**src/rtl/ks_norm_round.sv**
```systemverilog
// Normalize-and-round back end of the FP MAC: packs {Cout, Sum} with an exponent into an
// IEEE-754 single. Three registered stages: capture + LZ position, normalize, round + pack.
module ks_norm_round (
    input  logic        clock,
    input  logic        resetn,
    input  logic        in_valid,
    input  logic        in_sign,
    input  logic [7:0]  in_exp,
    input  logic [24:1] Sum,
    input  logic        Cout,
    output logic        out_valid,
    output logic [31:0] out_result,
    output logic        out_overflow,
    output logic        out_underflow
);

    logic [24:0] m_d;
    logic [4:0]  k_d;

    logic        v1_q, sign1_q;
    logic [7:0]  exp1_q;
    logic [24:0] m1_q;
    logic [4:0]  k1_q;

    logic        v2_q, sign2_q, zero2_q, guard2_q;
    logic [23:0] mant2_q;
    logic signed [9:0] exp2_q;

    logic        zero2_d, guard2_d;
    logic [23:0] mant2_d;
    logic signed [9:0] exp2_d;
    logic [4:0]  shamt;

    logic        round_up, rnd_carry;
    logic [22:0] frac;
    logic signed [9:0] exp_fin;
    logic [31:0] result_d;
    logic        ovf_d, unf_d;

    assign m_d = {Cout, Sum};

    // Leading-one position in M[23:0]; highest set bit wins.
    always_comb begin
        k_d = '0;
        for (int i = 0; i < 24; i++) begin
            if (m_d[i]) k_d = 5'(i);
        end
    end

    always_ff @(posedge clock or negedge resetn) begin
        if (!resetn) begin
            v1_q    <= 1'b0;
            sign1_q <= 1'b0;
            exp1_q  <= '0;
            m1_q    <= '0;
            k1_q    <= '0;
        end else begin
            v1_q    <= in_valid;
            sign1_q <= in_sign;
            exp1_q  <= in_exp;
            m1_q    <= m_d;
            k1_q    <= k_d;
        end
    end

    always_comb begin
        shamt    = 5'd23 - k1_q;
        mant2_d  = '0;
        guard2_d = 1'b0;
        zero2_d  = 1'b0;
        exp2_d   = signed'({2'b00, exp1_q});
        if (m1_q[24]) begin
            mant2_d  = m1_q[24:1];
            guard2_d = m1_q[0];
            exp2_d   = signed'({2'b00, exp1_q}) + 10'sd1;
        end else if (|m1_q[23:0]) begin
            mant2_d  = m1_q[23:0] << shamt;
            exp2_d   = signed'({2'b00, exp1_q}) - signed'({5'b00000, shamt});
        end else begin
            zero2_d  = 1'b1;
        end
    end

    always_ff @(posedge clock or negedge resetn) begin
        if (!resetn) begin
            v2_q     <= 1'b0;
            sign2_q  <= 1'b0;
            zero2_q  <= 1'b0;
            guard2_q <= 1'b0;
            mant2_q  <= '0;
            exp2_q   <= '0;
        end else begin
            v2_q     <= v1_q;
            sign2_q  <= sign1_q;
            zero2_q  <= zero2_d;
            guard2_q <= guard2_d;
            mant2_q  <= mant2_d;
            exp2_q   <= exp2_d;
        end
    end

    // RNE without sticky; an all-ones mantissa wraps its fraction to 0 and bumps the exponent.
    always_comb begin
        round_up  = guard2_q & mant2_q[0];
        rnd_carry = round_up & (&mant2_q);
        frac      = mant2_q[22:0] + 23'(round_up);
        exp_fin   = rnd_carry ? exp2_q + 10'sd1 : exp2_q;
        result_d  = '0;
        ovf_d     = 1'b0;
        unf_d     = 1'b0;
        if (zero2_q) begin
            result_d = '0;
        end else if (exp_fin <= 10'sd0) begin
            result_d = {sign2_q, 31'b0};
            unf_d    = v2_q;
        end else if (exp_fin >= 10'sd255) begin
            result_d = {sign2_q, 8'hFF, 23'b0};
            ovf_d    = v2_q;
        end else begin
            result_d = {sign2_q, exp_fin[7:0], frac};
        end
    end

    always_ff @(posedge clock or negedge resetn) begin
        if (!resetn) begin
            out_valid     <= 1'b0;
            out_result    <= '0;
            out_overflow  <= 1'b0;
            out_underflow <= 1'b0;
        end else begin
            out_valid     <= v2_q;
            out_result    <= result_d;
            out_overflow  <= ovf_d;
            out_underflow <= unf_d;
        end
    end

endmodule
```
**config.mk**
```make
export PLATFORM = sky130hd
export DESIGN_NAME = ks_norm_round
export DESIGN_NICKNAME = d
export VERILOG_FILES = /design/src/rtl/ks_norm_round.sv
export SDC_FILE = /design/constraint.sdc
export NUM_CORES = 1
export LEC_CHECK = 0
export BUFFER_PORTS_ARGS = -buffer_cell sky130_fd_sc_hd__clkbuf_2
export CORE_MARGIN = 2
export CORE_UTILIZATION = 45
export DETAILED_ROUTE_END_ITERATION = 8
export MAX_ROUTING_LAYER = met4
export PLACE_DENSITY = 0.62
export SYNTH_ARGS = -nofsm -noshare
export SYNTH_HDL_FRONTEND = slang
export SYNTH_SLANG_ARGS = --single-unit
```
**constraint.sdc**
```tcl
create_clock -name clock -period 4.8 [get_ports clock]
set_input_delay 0.96 -clock clock [delete_from_list [all_inputs] [get_ports clock]]
set_output_delay 0.96 -clock clock [all_outputs]
set_load 0.005 [all_outputs]
```
After elaboration in Yosys (flattened, before gate mapping)
Cells that the tools add are included.
{"block": "totals", "word_cells": 66, "output_inout_bits": 35, "inputBits": 37, "register_bits": 113}
{"block": "op_classes", "bitwise": 2, "n_lt_le_gt_ge": 2, "muxes": 39, "shifts": 1, "n_reduce_logical": 2, "addsub": 5}
{"operator": "5-bit 2-to-1 mux", "count": 19}
{"operator": "31-bit 2-to-1 mux", "count": 2}
{"operator": "24-bit 2-to-1 mux", "count": 2}
{"operator": "32-bit 2-to-1 mux", "count": 1}
{"operator": "10-bit 2-to-1 mux", "count": 3}
{"operator": "24-bit AND reduction", "count": 1}
{"operator": "24-bit OR reduction", "count": 1}
{"operator": "24-bit by 5-bit left shift with 24-bit output", "count": 1}
{"operator": "23-bit by 1-bit adder with 23-bit output", "count": 1}
{"operator": "10-bit by 2-bit adder with 10-bit output, second input constant", "count": 1}
{"operator": "10-bit by 9-bit greater-or-equal comparator with 1-bit output, second input constant", "count": 1}
{"operator": "10-bit by 1-bit <= comparator with 1-bit output, second input constant", "count": 1}
{"operator": "8-bit by 1-bit adder with 9-bit output, second input constant", "count": 1}
{"operator": "1-bit 2-to-1 mux", "count": 9}
{"operator": "8-bit by 5-bit subtractor with 9-bit output", "count": 1}
{"operator": "5-bit subtractor, first input constant", "count": 1}
{"operator": "2-bit 2-to-1 mux", "count": 2}
{"operator": "3-bit 2-to-1 mux", "count": 1}
{"operator": "1-bit AND", "count": 2}

Longest topological paths before layout
Gate-level depths: netlist (run 1).
{"block": "logic_depth", "word_depth": 23, "mapped_depth": 13, "depth_no_buf": 11}

Worst setup path before layout (run 1)
Ideal clock, no wire load.
{"block": "synth_path", "path_kind": "reg2reg", "from": "reg mant2_q[8]", "to": "reg out_result[4]", "path_slack_ns": 2.152, "arrival_ns": 2.579, "stages_incl_launch_ff": 10, "setup_ns": 0.069, "period_less_slack_ns": 2.648, "path_cell_list": "dfrtp_1 > nand4_1 > or4_4 > buf_6 > nor4_1 > xnor2_1 > o31ai_1 > a311o_2 > buf_6 > nor2_2"}
{"block": "synth_between", "elab_chain_len": 7, "word_cells_on_any_way": 8, "classes_between": "2 x order compare; 4 x mux; 1 x bitwise; 1 x reduce/logical"}
{"element": "from (decl)", "line_no": "26", "rtl": "logic [23:0] mant2_q;"}
{"element": "from (signal assigned)", "line_no": "97", "rtl": "mant2_q <= mant2_d;"}
{"element": "24-bit AND reduction (*)", "line_no": "105", "rtl": "rnd_carry = round_up & (&mant2_q);"}
{"element": "1-bit AND (*)", "line_no": "105"}
{"element": "10-bit 2-to-1 mux (*)", "line_no": "107", "rtl": "exp_fin = rnd_carry ? exp2_q + 10'sd1 : exp2_q;"}
{"element": "10-bit by 9-bit greater-or-equal comparator with 1-bit output", "line_no": "116", "rtl": "end else if (exp_fin >= 10'sd255) begin"}
{"element": "31-bit 2-to-1 mux", "line_no": "116"}
{"element": "31-bit 2-to-1 mux (*)", "line_no": "113", "rtl": "end else if (exp_fin <= 10'sd0) begin"}
{"element": "32-bit 2-to-1 mux (*)", "line_no": "111", "rtl": "if (zero2_q) begin"}
{"element": "via result_d[4]", "line_no": "37", "rtl": "logic [31:0] result_d;"}
{"element": "to (signal assigned)", "line_no": "132", "rtl": "out_result <= result_d;"}
{"element": "to (decl)", "line_no": "12", "rtl": "output logic [31:0] out_result,"}
The timed path passes the listed nets; every way through them passes the cells marked *.

Final worst setup path (run 1)
{"block": "layout_path", "from": "reg mant2_q[16]", "to": "reg out_result[0]"}
The elaborated chain is that of the path after synthesis.

==> impl_metrics.env, run 1 <==
export IMPL_clkPwrFrac_pct=46.5
export IMPL_cp_top_family="simple AND/OR/NAND/NOR gates"
export IMPL_io_buffers=71
export IMPL_timing_final_crit_share_pct=67.0
export IMPL_postCtsResizedCells=0
export IMPL_end_kind="register"
export IMPL_cts_hold_buf=0
export IMPL_netlist_area_sq_um=5830
export IMPL_antenna_found_initial=0
export IMPL_synth_area_leaders="dfrtp_1 (48%), mux4_2 (5.0%), mux2i_1 (4.1%)"
export IMPL_syn2layout_area_growth_pct=18.4
export IMPL_worst_setup_path_start_kind="register"
export IMPL_fin_cells=812
export IMPL_power_frac_seq_pct=41.0
export IMPL_clkLatencyLatePin_ps=420
export IMPL_drt_iter0_drc=292
export IMPL_antenna_left=0
export IMPL_max_slew_margin_pct=39.3
export IMPL_rows=41
export IMPL_cp_arrival_ps=3540
export IMPL_htreeDepth=4
export IMPL_vias=4483
export IMPL_grt_start_max_net_pins=81
export IMPL_first_pass_iters=5
export IMPL_grt_overflow=0
export IMPL_required_ps=5120
export IMPL_io_pins=72
export IMPL_globalplace_congestion=0.868
export IMPL_fin_setup_tns_ps=0
export IMPL_fp_dieW_microns=118
export IMPL_diodes=0
export IMPL_p_switching_w=0.000673
export IMPL_powerDensity_nw_per_um2=391
export IMPL_synth_seq_cells=113
export IMPL_die_h_microns=118
export IMPL_switching_share_pct=24.9
export IMPL_finalHoldViolCount=0
export IMPL_setup_viol=0
export IMPL_place_ws_ps=1620
export IMPL_power_frac_comb_pct=12.5
export IMPL_p_int_w=0.00203
export IMPL_hold_slack_ps=348
export IMPL_rsz0062_at_grt="false"
export IMPL_drv_slew=0
export IMPL_cts_tree="built"
export IMPL_synth_nets=606
export IMPL_fin_crit_ps=3210
export IMPL_cts_buffer_depth=2
export IMPL_track_usage_pct=20.1
export IMPL_yosysMostFrequentCell="dfrtp_1"
export IMPL_synth_async_reset_ratio_pct=100
export IMPL_cts_clk_slew_worst_paths_ps=50
export IMPL_ys_seq_area_share_pct=48.5
export IMPL_root_buffer="clkbuf_16"
export IMPL_clock_sinks=113
export IMPL_synth_edff_count=0
export IMPL_initial_core_util_pct=46.2
export IMPL_irDropWorstVdd_v=0.000242
export IMPL_ys_types=55
export IMPL_synth_largest_area_cell="dfrtp_1"
export IMPL_crit_path_cell_trace="and4_1 -> nand4_1 -> or4_1 -> xor2_1 -> nand2b_1 -> a311o_2 -> nor3b_1"
export IMPL_yosys_warnings=0
export IMPL_grt_pass1_wl_mm=21.3
export IMPL_cts_buffers=17
export IMPL_total_leakage_power_nw=3.03
export IMPL_fin_nets=673
export IMPL_fmax_mhz=311
export IMPL_path_max_fanout=23
export IMPL_die_area_sq_um=13900
export IMPL_n_fill_cell=1149
export IMPL_placed_area_sq_um=6310
export IMPL_drt_wl_total_mm=13.0
export IMPL_design_area_sq_um=6910
export IMPL_dp_hpwl_mm=9.38
export IMPL_fin_ws_ps=1590
export IMPL_path_class="reg2reg"
export IMPL_wire_per_inst_microns=16.0
export IMPL_crit_buf_inv=0
export IMPL_slowest_delay_ps=640
export IMPL_synth_common_cells="dfrtp_1 (113), nand2_1 (58), nor2_1 (30), o21ai_0 (30), xor2_1 (26)"
export IMPL_hp_class="reg2reg"
export IMPL_postSynthCellCount=560
export IMPL_dp_cells=780
export IMPL_slowest_stage="or4_1"
export IMPL_synth_ff_type="dfrtp_1"
export IMPL_drv_cap=0
export IMPL_status="complete, no violations"
export IMPL_layout_drive_gt1_share_pct=23.9
export IMPL_grt_pass1_vias=4161
export IMPL_core_area_sq_um=12600
export IMPL_fin_skew_ps=8.75
export IMPL_synth_top_area_share_pct=48.5
export IMPL_cts_setup_buffers=0
export IMPL_synth_avg_cell_area_sq_um=10.4
export IMPL_via_per_inst=5.52
export IMPL_worstMarginPinSlew_ps=911
export IMPL_drc_errors=0
[metal layers]
| metal | vias up | routed length, microns | track usage, % |
|---|---|---|---|
| li1 | 2159 | - | - |
| met1 | 2121 | 5980 | 27.0 |
| met2 | 166 | 5860 | 28.9 |
| met3 | 37 | 769 | 4.80 |
| met4 | 0 | 381 | 9.34 |
| met5 | - | 0 | - |
[logic make-up after synthesis]
group / count (synthesis) / synth area share, %
multiplexers: 46 / 10.9
adder cells (fa/ha/maj): 9 / 2.06
buffers and inverters: 42 / 3.17
AO/OA/AOI/OAI: 109 / 12.0
AND/OR/NAND/NOR: 203 / 17.7
flip-flops: 113 / 48.5
XOR/XNOR: 38 / 5.71
[final timing paths]
check	from	end	slack, ps	depth (start not counted)
max	mant2_q[16]	out_result[0]	1590	7
min	sign1_q	sign2_q	350	0
min reg2reg	sign1_q	sign2_q	350	0
max in group asynchronous	resetn	out_result[21]	3140	2
min in group asynchronous	resetn	exp1_q[0]	690	1
max reg2reg	mant2_q[16]	out_result[0]	1590	7
[cells in the final DEF (no fill, tap or decap), types with 4 or more instances in the layout]
| cell type | n |
|---|---|
| dfrtp_1 | 113 |
| clkbuf_2 | 70 |
| nand2_1 | 58 |
| nor2_1 | 30 |
| o21ai_0 | 30 |
| xor2_1 | 26 |
| a21oi_1 | 24 |
| mux2i_1 | 24 |
| nand3_1 | 21 |
| nor2_2 | 20 |
| clkbuf_16 | 17 |
| nor4_1 | 14 |
| a211oi_1 | 13 |
| nor3_1 | 13 |
| inv_1 | 13 |
| mux4_2 | 13 |
| xnor2_1 | 12 |
| nor2b_1 | 10 |
| nand4_1 | 10 |
| mux2_2 | 9 |
| ha_1 | 8 |
| a22oi_1 | 7 |
| o22ai_1 | 6 |
| buf_4 | 6 |
| o31ai_1 | 5 |
| and3_1 | 4 |
| and2_1 | 4 |
| or3_1 | 4 |
| nand3b_1 | 4 |
| clkinv_2 | 4 |
[state kept, by name (all words and copies together) (netlist names)]
name	flops
sign1_q	1
k1_q	5
guard2_q	1
out_overflow	1
v1_q	1
exp1_q	8
sign2_q	1
exp2_q	10
v2_q	1
m1_q	25
out_valid	1
zero2_q	1
out_result	32
mant2_q	24
out_underflow	1
[area by class of cell]
| cell class | count | area, sq um | share of cell area [%] |
|---|---|---|---|
| Inverter | 14 | 52.6 | 0.761 |
| Sequential cell | 113 | 2830 | 40.9 |
| Multi-Input combinational cell | 405 | 2820 | 40.8 |
| Tap cell | 172 | 215 | 3.11 |
| Clock buffer | 22 | 464 | 6.72 |
| Clock inverter | 10 | 134 | 1.94 |
| Timing Repair Buffer | 76 | 395 | 5.72 |
[power by group through the flow]
stage,clock (W),sequential (W),combinational (W)
final,0.00126,0.00111,0.000337
after global routing,0.00132,0.00112,0.000374
after CTS,0.00128,0.00111,0.000339
after detailed placement,0,0.00112,0.000336
after global placement,0,0.00112,0.000336
after floorplan,0,0.00110,0.000223
[metrics by stage]
step	util [%]	power [W]
after floorplan	-	0.00132
after global placement	50.0	0.00145
after detailed placement	50.0	0.00146
after CTS	54.7	0.00273
after global routing	54.7	0.00281
final	54.7	0.00270
No activity file was read; power rests on OpenSTA's default activity.
==> run 2: changes to the inputs <==
Clock period 4.8 ns to 3.2 ns, I/O delays scaled along.
==> run 2 against run 1 <==
  * Core utilization is 1.1 points higher
  * Register-to-register slack worse by 1300 ps
  * Non-clock buffer count is 6 higher
  * Sequential share of layout area is 0.81 points lower
  * Critical path depth stayed put
  * Worst setup slack worse by 1300 ps
  * First-iteration DRC count is 23% higher
  * Total power is 55% higher
  * Clock power is 60% higher
  * Fmax is 9.2% higher
  * Largest power group unchanged
  * Highest routed layer unchanged
==> impl_metrics.env, run 2 (synthesized netlist as in run 1, its figures left out) <==
export IMPL_hold_slack_ps=325
export IMPL_largest_reg_flops=32
export IMPL_grt_pass1_vias=4440
export IMPL_power_frac_comb_pct=12.3
export IMPL_hp_class="in2reg"
export IMPL_rsz0062_at_grt="false"
export IMPL_end_kind="register"
export IMPL_cts_buffer_depth=2
export IMPL_initial_core_util_pct=46.2
export IMPL_p_int_w=0.00319
export IMPL_track_usage_pct=21.1
export IMPL_r2r_start="mant2_q[4]"
export IMPL_powerDensity_nw_per_um2=595
export IMPL_holdPathStages=1
export IMPL_path_max_fanout=12
export IMPL_fin_skew_ps=14.8
export IMPL_switching_share_pct=23.9
export IMPL_top_regs="out_result x32, m1_q x25, mant2_q x24"
export IMPL_grt_start_max_net_pins=80
export IMPL_fmax_mhz=340
export IMPL_fp_dieW_microns=118
export IMPL_drv_slew=0
export IMPL_required_ps=3480
export IMPL_cp_depth=7
export IMPL_multi_input_area_sq_um=2850
export IMPL_cts_buffers=17
export IMPL_finalHoldViolCount=0
export IMPL_postCtsResizedCells=0
export IMPL_regMostFlops="out_result"
export IMPL_antenna_left=0
export IMPL_clkPwrFrac_pct=47.9
export IMPL_root_buffer="clkbuf_16"
export IMPL_layout_commonest_cell="dfrtp_1"
export IMPL_antenna_found_initial=0
export IMPL_n_fill_cell=1151
export IMPL_grt_pass1_wl_mm=22.3
export IMPL_first_pass_iters=5
export IMPL_htreeDepth=4
export IMPL_grt_overflow=0
export IMPL_drt_wl_total_mm=13.6
export IMPL_hp_start="in_exp[1]"
export IMPL_max_slew_margin_pct=36.9
export IMPL_slowest_delay_ps=560
export IMPL_status="complete, no violations"
export IMPL_r2r_end="out_result[15]"
export IMPL_io_pins=72
export IMPL_min_to="exp1_q[1]"
export IMPL_rrSetupSlack_ps=260
export IMPL_setup_viol=0
export IMPL_regArea_sq_um=2830
export IMPL_path_class="reg2reg"
export IMPL_fin_nets=681
export IMPL_core_area_sq_um=12600
export IMPL_cts_clk_slew_worst_paths_ps=60
export IMPL_rows=41
export IMPL_drt_iter0_drc=358
export IMPL_worst_setup_path_start_kind="register"
export IMPL_layout_drive_gt1_share_pct=25.5
export IMPL_clock_sinks=113
export IMPL_timing_final_crit_share_pct=92.0
export IMPL_slowest_stage="or4_4"
export IMPL_cts_hold_buf=0
export IMPL_via_per_inst=5.55
export IMPL_fin_crit_ps=2940
export IMPL_p_switching_w=0.00100
export IMPL_wire_per_inst_microns=16.6
export IMPL_vias=4549
export IMPL_diodes=0
export IMPL_cp_arrival_ps=3220
export IMPL_fin_setup_tns_ps=0
export IMPL_crit_path_cell_trace="nand4_1 -> or4_4 -> nor4_2 -> xnor2_1 -> o31ai_2 -> a311o_1 -> nor2_2"
export IMPL_worstMarginPinSlew_ps=946
export IMPL_crit_buf_inv=0
export IMPL_irDropWorstVdd_v=0.000350
export IMPL_dp_hpwl_mm=9.86
export IMPL_p_total_w=0.00419
export IMPL_die_area_sq_um=13900
export IMPL_clkLatencyLatePin_ps=420
export IMPL_cts_setup_buffers=0
export IMPL_globalplace_congestion=0.884
export IMPL_power_frac_seq_pct=39.7
export IMPL_total_leakage_power_nw=3.10
export IMPL_drv_cap=0
export IMPL_die_h_microns=118
export IMPL_most_common_layout_cells="dfrtp_1 (113), clkbuf_2 (70), nand2_1 (58)"
export IMPL_io_buffers=71
export IMPL_cp_top_family="simple AND/OR/NAND/NOR gates"
export IMPL_worst_r2r_path_depth=7
export IMPL_cts_tree="built"
export IMPL_drc_errors=0
export IMPL_syn2layout_area_growth_pct=20.8
[run 2: worst max-delay path by stage]
stage                           to        from
finish              out_result[15]  mant2_q[4]
global route        out_result[21]  mant2_q[4]
CTS                  out_result[0]  mant2_q[4]
detailed placement   out_result[0]  mant2_q[8]
global placement     out_result[0]  mant2_q[8]
floorplan            out_result[4]  mant2_q[8]
[run 2: metal layers]
| metal | track usage [%] | part of all wire, % | vias to the layer above |
|---|---|---|---|
| met5 | - | 0 | - |
| li1 | - | - | 2184 |
| met3 | 5.57 | 5.7 | 36 |
| met1 | 26.3 | 43 | 2165 |
| met4 | 9.11 | 3.1 | 0 |
| met2 | 32.6 | 48 | 164 |
[run 2: final cells by class]
cell class	instances	area share (%)
multi-input combinational	407	40.5
sequential	113	40.1
timing repair buffer	82	6.43
clock inverter	9	2.17
clock buffer	22	7.01
tap	172	3.05
inverter	14	0.745
[run 2: metrics by stage]
| stage | instance area [sq um] | worst slack [ps] | util, % | cells |
|---|---|---|---|---|
| after floorplan | 5830 | 552 | - | 560 |
| after global routing | 7050 | 25.0 | 55.9 | 819 |
| after global placement | 6370 | 275 | 50.5 | 786 |
| after detailed placement | 6370 | 143 | 50.5 | 786 |
| after CTS | 7020 | 116 | 55.6 | 817 |
| final | 7050 | 257 | 55.9 | 819 |
[run 2: power by group through the flow]
stage                     combinational, W  clock (W)  sequential, W
after floorplan                   0.000335          0        0.00165
after global placement            0.000507          0        0.00168
after detailed placement          0.000512          0        0.00169
after CTS                         0.000515    0.00206        0.00166
after global routing              0.000577    0.00212        0.00168
final                             0.000517    0.00201        0.00167
==> run 3: changes to the inputs <==
Clock period 3.2 ns to 3.6 ns, I/O delays scaled along.
==> run 3 against run 2 <==
  * Largest cell class is now flip-flops and latches
  * Hold slack got worse by 58 ps
  * Sequential power decreased by 11%
  * Via count down 2.5%
  * Total power fell by 13%
  * Global-route usage shrank 0.22 points
  * Worst setup slack improved by 280 ps
  * First-iteration DRC count is 9.5% lower
  * Clock skew fell by 7.1 ps
  * Fmax shrank 4.0%
  * Critical path depth unchanged
==> impl_metrics.env, run 3 (synthesized netlist as in run 1, its figures left out) <==
export IMPL_cts_setup_buffers=0
export IMPL_crit_buf_inv=0
export IMPL_io_pins=72
export IMPL_grt_start_max_net_pins=75
export IMPL_cts_buffers=17
export IMPL_dp_hpwl_mm=9.52
export IMPL_clock_sinks=113
export IMPL_first_pass_iters=4
export IMPL_drc_errors=0
export IMPL_wire_per_inst_microns=16.0
export IMPL_initial_core_util_pct=46.2
export IMPL_met1Wirelength_mm=5.97
export IMPL_hp_class="in2async"
export IMPL_wl_met2_mm=6.08
export IMPL_rsz0062_at_grt="false"
export IMPL_grt_overflow=0
export IMPL_placed_area_sq_um=6350
export IMPL_track_usage_pct=20.9
export IMPL_rows=41
export IMPL_required_ps=3930
export IMPL_slowest_stage="or4_4"
export IMPL_hold_slack_ps=268
export IMPL_design_area_sq_um=6960
export IMPL_cp_top_family="simple AND/OR/NAND/NOR gates"
export IMPL_worst_setup_path_start_kind="register"
export IMPL_fin_nets=676
export IMPL_path_max_fanout=23
export IMPL_cts_tree="built"
export IMPL_cts_hold_buf=0
export IMPL_die_h_microns=118
export IMPL_path_class="reg2reg"
export IMPL_diodes=0
export IMPL_worst_r2r_path_depth=7
export IMPL_powerDensity_nw_per_um2=522
export IMPL_drt_wl_total_mm=13.0
export IMPL_setup_viol=0
export IMPL_top_layer_used="met4"
export IMPL_grt_pass1_wl_mm=22.2
export IMPL_largest_reg_flops=32
export IMPL_layout_drive_gt1_share_pct=24.4
export IMPL_p_total_w=0.00363
export IMPL_io_buffers=71
export IMPL_finalHoldViolCount=0
export IMPL_postCtsResizedCells=0
export IMPL_n_fill_cell=1146
export IMPL_root_buffer="clkbuf_16"
export IMPL_timing_final_crit_share_pct=85.1
export IMPL_grt_pass1_vias=4270
export IMPL_core_area_sq_um=12600
export IMPL_r2r_end="out_result[0]"
export IMPL_rrSetupSlack_ps=540
export IMPL_power_frac_seq_pct=40.7
export IMPL_power_frac_comb_pct=12.4
export IMPL_drv_cap=0
export IMPL_fin_skew_ps=7.74
export IMPL_fmax_mhz=326
export IMPL_cts_clk_slew_worst_paths_ps=50
export IMPL_fin_crit_ps=3060
export IMPL_via_per_inst=5.44
export IMPL_irDropWorstVdd_v=0.000289
export IMPL_fin_setup_tns_ps=0
export IMPL_end_kind="register"
export IMPL_vias=4437
export IMPL_fin_util_pct=55.2
export IMPL_layout_commonest_cell="dfrtp_1"
export IMPL_antenna_found_initial=0
export IMPL_cp_arrival_ps=3390
export IMPL_die_area_sq_um=13900
export IMPL_syn2layout_area_growth_pct=19.4
export IMPL_switching_share_pct=24.4
export IMPL_globalplace_congestion=0.863
export IMPL_p_int_w=0.00275
export IMPL_htreeDepth=4
export IMPL_r2r_start="mant2_q[8]"
export IMPL_most_common_layout_cells="dfrtp_1 (113), clkbuf_2 (70), nand2_1 (58)"
export IMPL_fp_dieW_microns=118
export IMPL_regMostFlops="out_result"
export IMPL_drt_iter0_drc=324
export IMPL_total_leakage_power_nw=3.06
export IMPL_worstMarginPinSlew_ps=943
export IMPL_crit_path_cell_trace="nand4_1 -> or4_4 -> nor4_1 -> xnor2_1 -> o31ai_1 -> a311o_2 -> nor3b_1"
export IMPL_p_switching_w=0.000885
export IMPL_wl_met3_microns=757
export IMPL_antenna_left=0
export IMPL_drv_slew=0
export IMPL_cts_buffer_depth=2
export IMPL_max_slew_margin_pct=37.2
export IMPL_clkPwrFrac_pct=46.9
export IMPL_top_regs="out_result x32, m1_q x25, mant2_q x24"
export IMPL_status="complete, no violations"
export IMPL_slowest_delay_ps=640
export IMPL_clkLatencyLatePin_ps=420
run 3: cell count changes in the layout (fill, tap and decap cells not counted), moves of 2 or more:
cell | before | now
buf_4 | 11 | 8
o31ai_1 | 3 | 5
clkbuf_1 | 0 | 2
o31ai_2 | 2 | 0
run 3: through the flow:
step / setup WS (ps) / cells
floorplan: 952 / 560
global placement: 660 / 783
detailed placement: 564 / 783
CTS: 544 / 815
global route: 274 / 815
finish: 535 / 815
run 3: layout make-up:
| type | instances | area (sq um) | area share, % |
|---|---|---|---|
| inverter | 14 | 52.6 | 0.755 |
| tap | 172 | 215 | 3.09 |
| sequential | 113 | 2830 | 40.6 |
| clock buffer | 23 | 488 | 7.01 |
| timing repair buffer | 79 | 430 | 6.18 |
| multi-input combinational | 405 | 2820 | 40.5 |
| clock inverter | 9 | 129 | 1.85 |
run 3: per-layer routing:
layer	track usage, %	up-vias
li1	-	2165
met1	28.0	2102
met2	31.4	150
met3	4.26	20
met4	7.98	0
met5	-	-
run 3: worst max path at each step:
stage	start	end	slack, ps	depth (start not counted)
after floorplan	mant2_q[8]	out_result[4]	950	9
after global placement	mant2_q[8]	out_result[0]	660	7
after detailed placement	mant2_q[12]	out_result[0]	560	7
after CTS	mant2_q[12]	out_result[0]	540	7
after global routing	mant2_q[4]	out_result[0]	270	7
final	mant2_q[8]	out_result[0]	540	7
run 3: power groups by stage:
stage / clock [W] / combinational (W) / sequential (W)
2_1_floorplan: 0 / 0.000298 / 0.00147
3_3_place_gp: 0 / 0.000447 / 0.00149
3_5_place_dp: 0 / 0.000450 / 0.00150
4_1_cts: 0.00174 / 0.000454 / 0.00148
5_1_grt: 0.00181 / 0.000504 / 0.00150
6_report: 0.00170 / 0.000449 / 0.00148
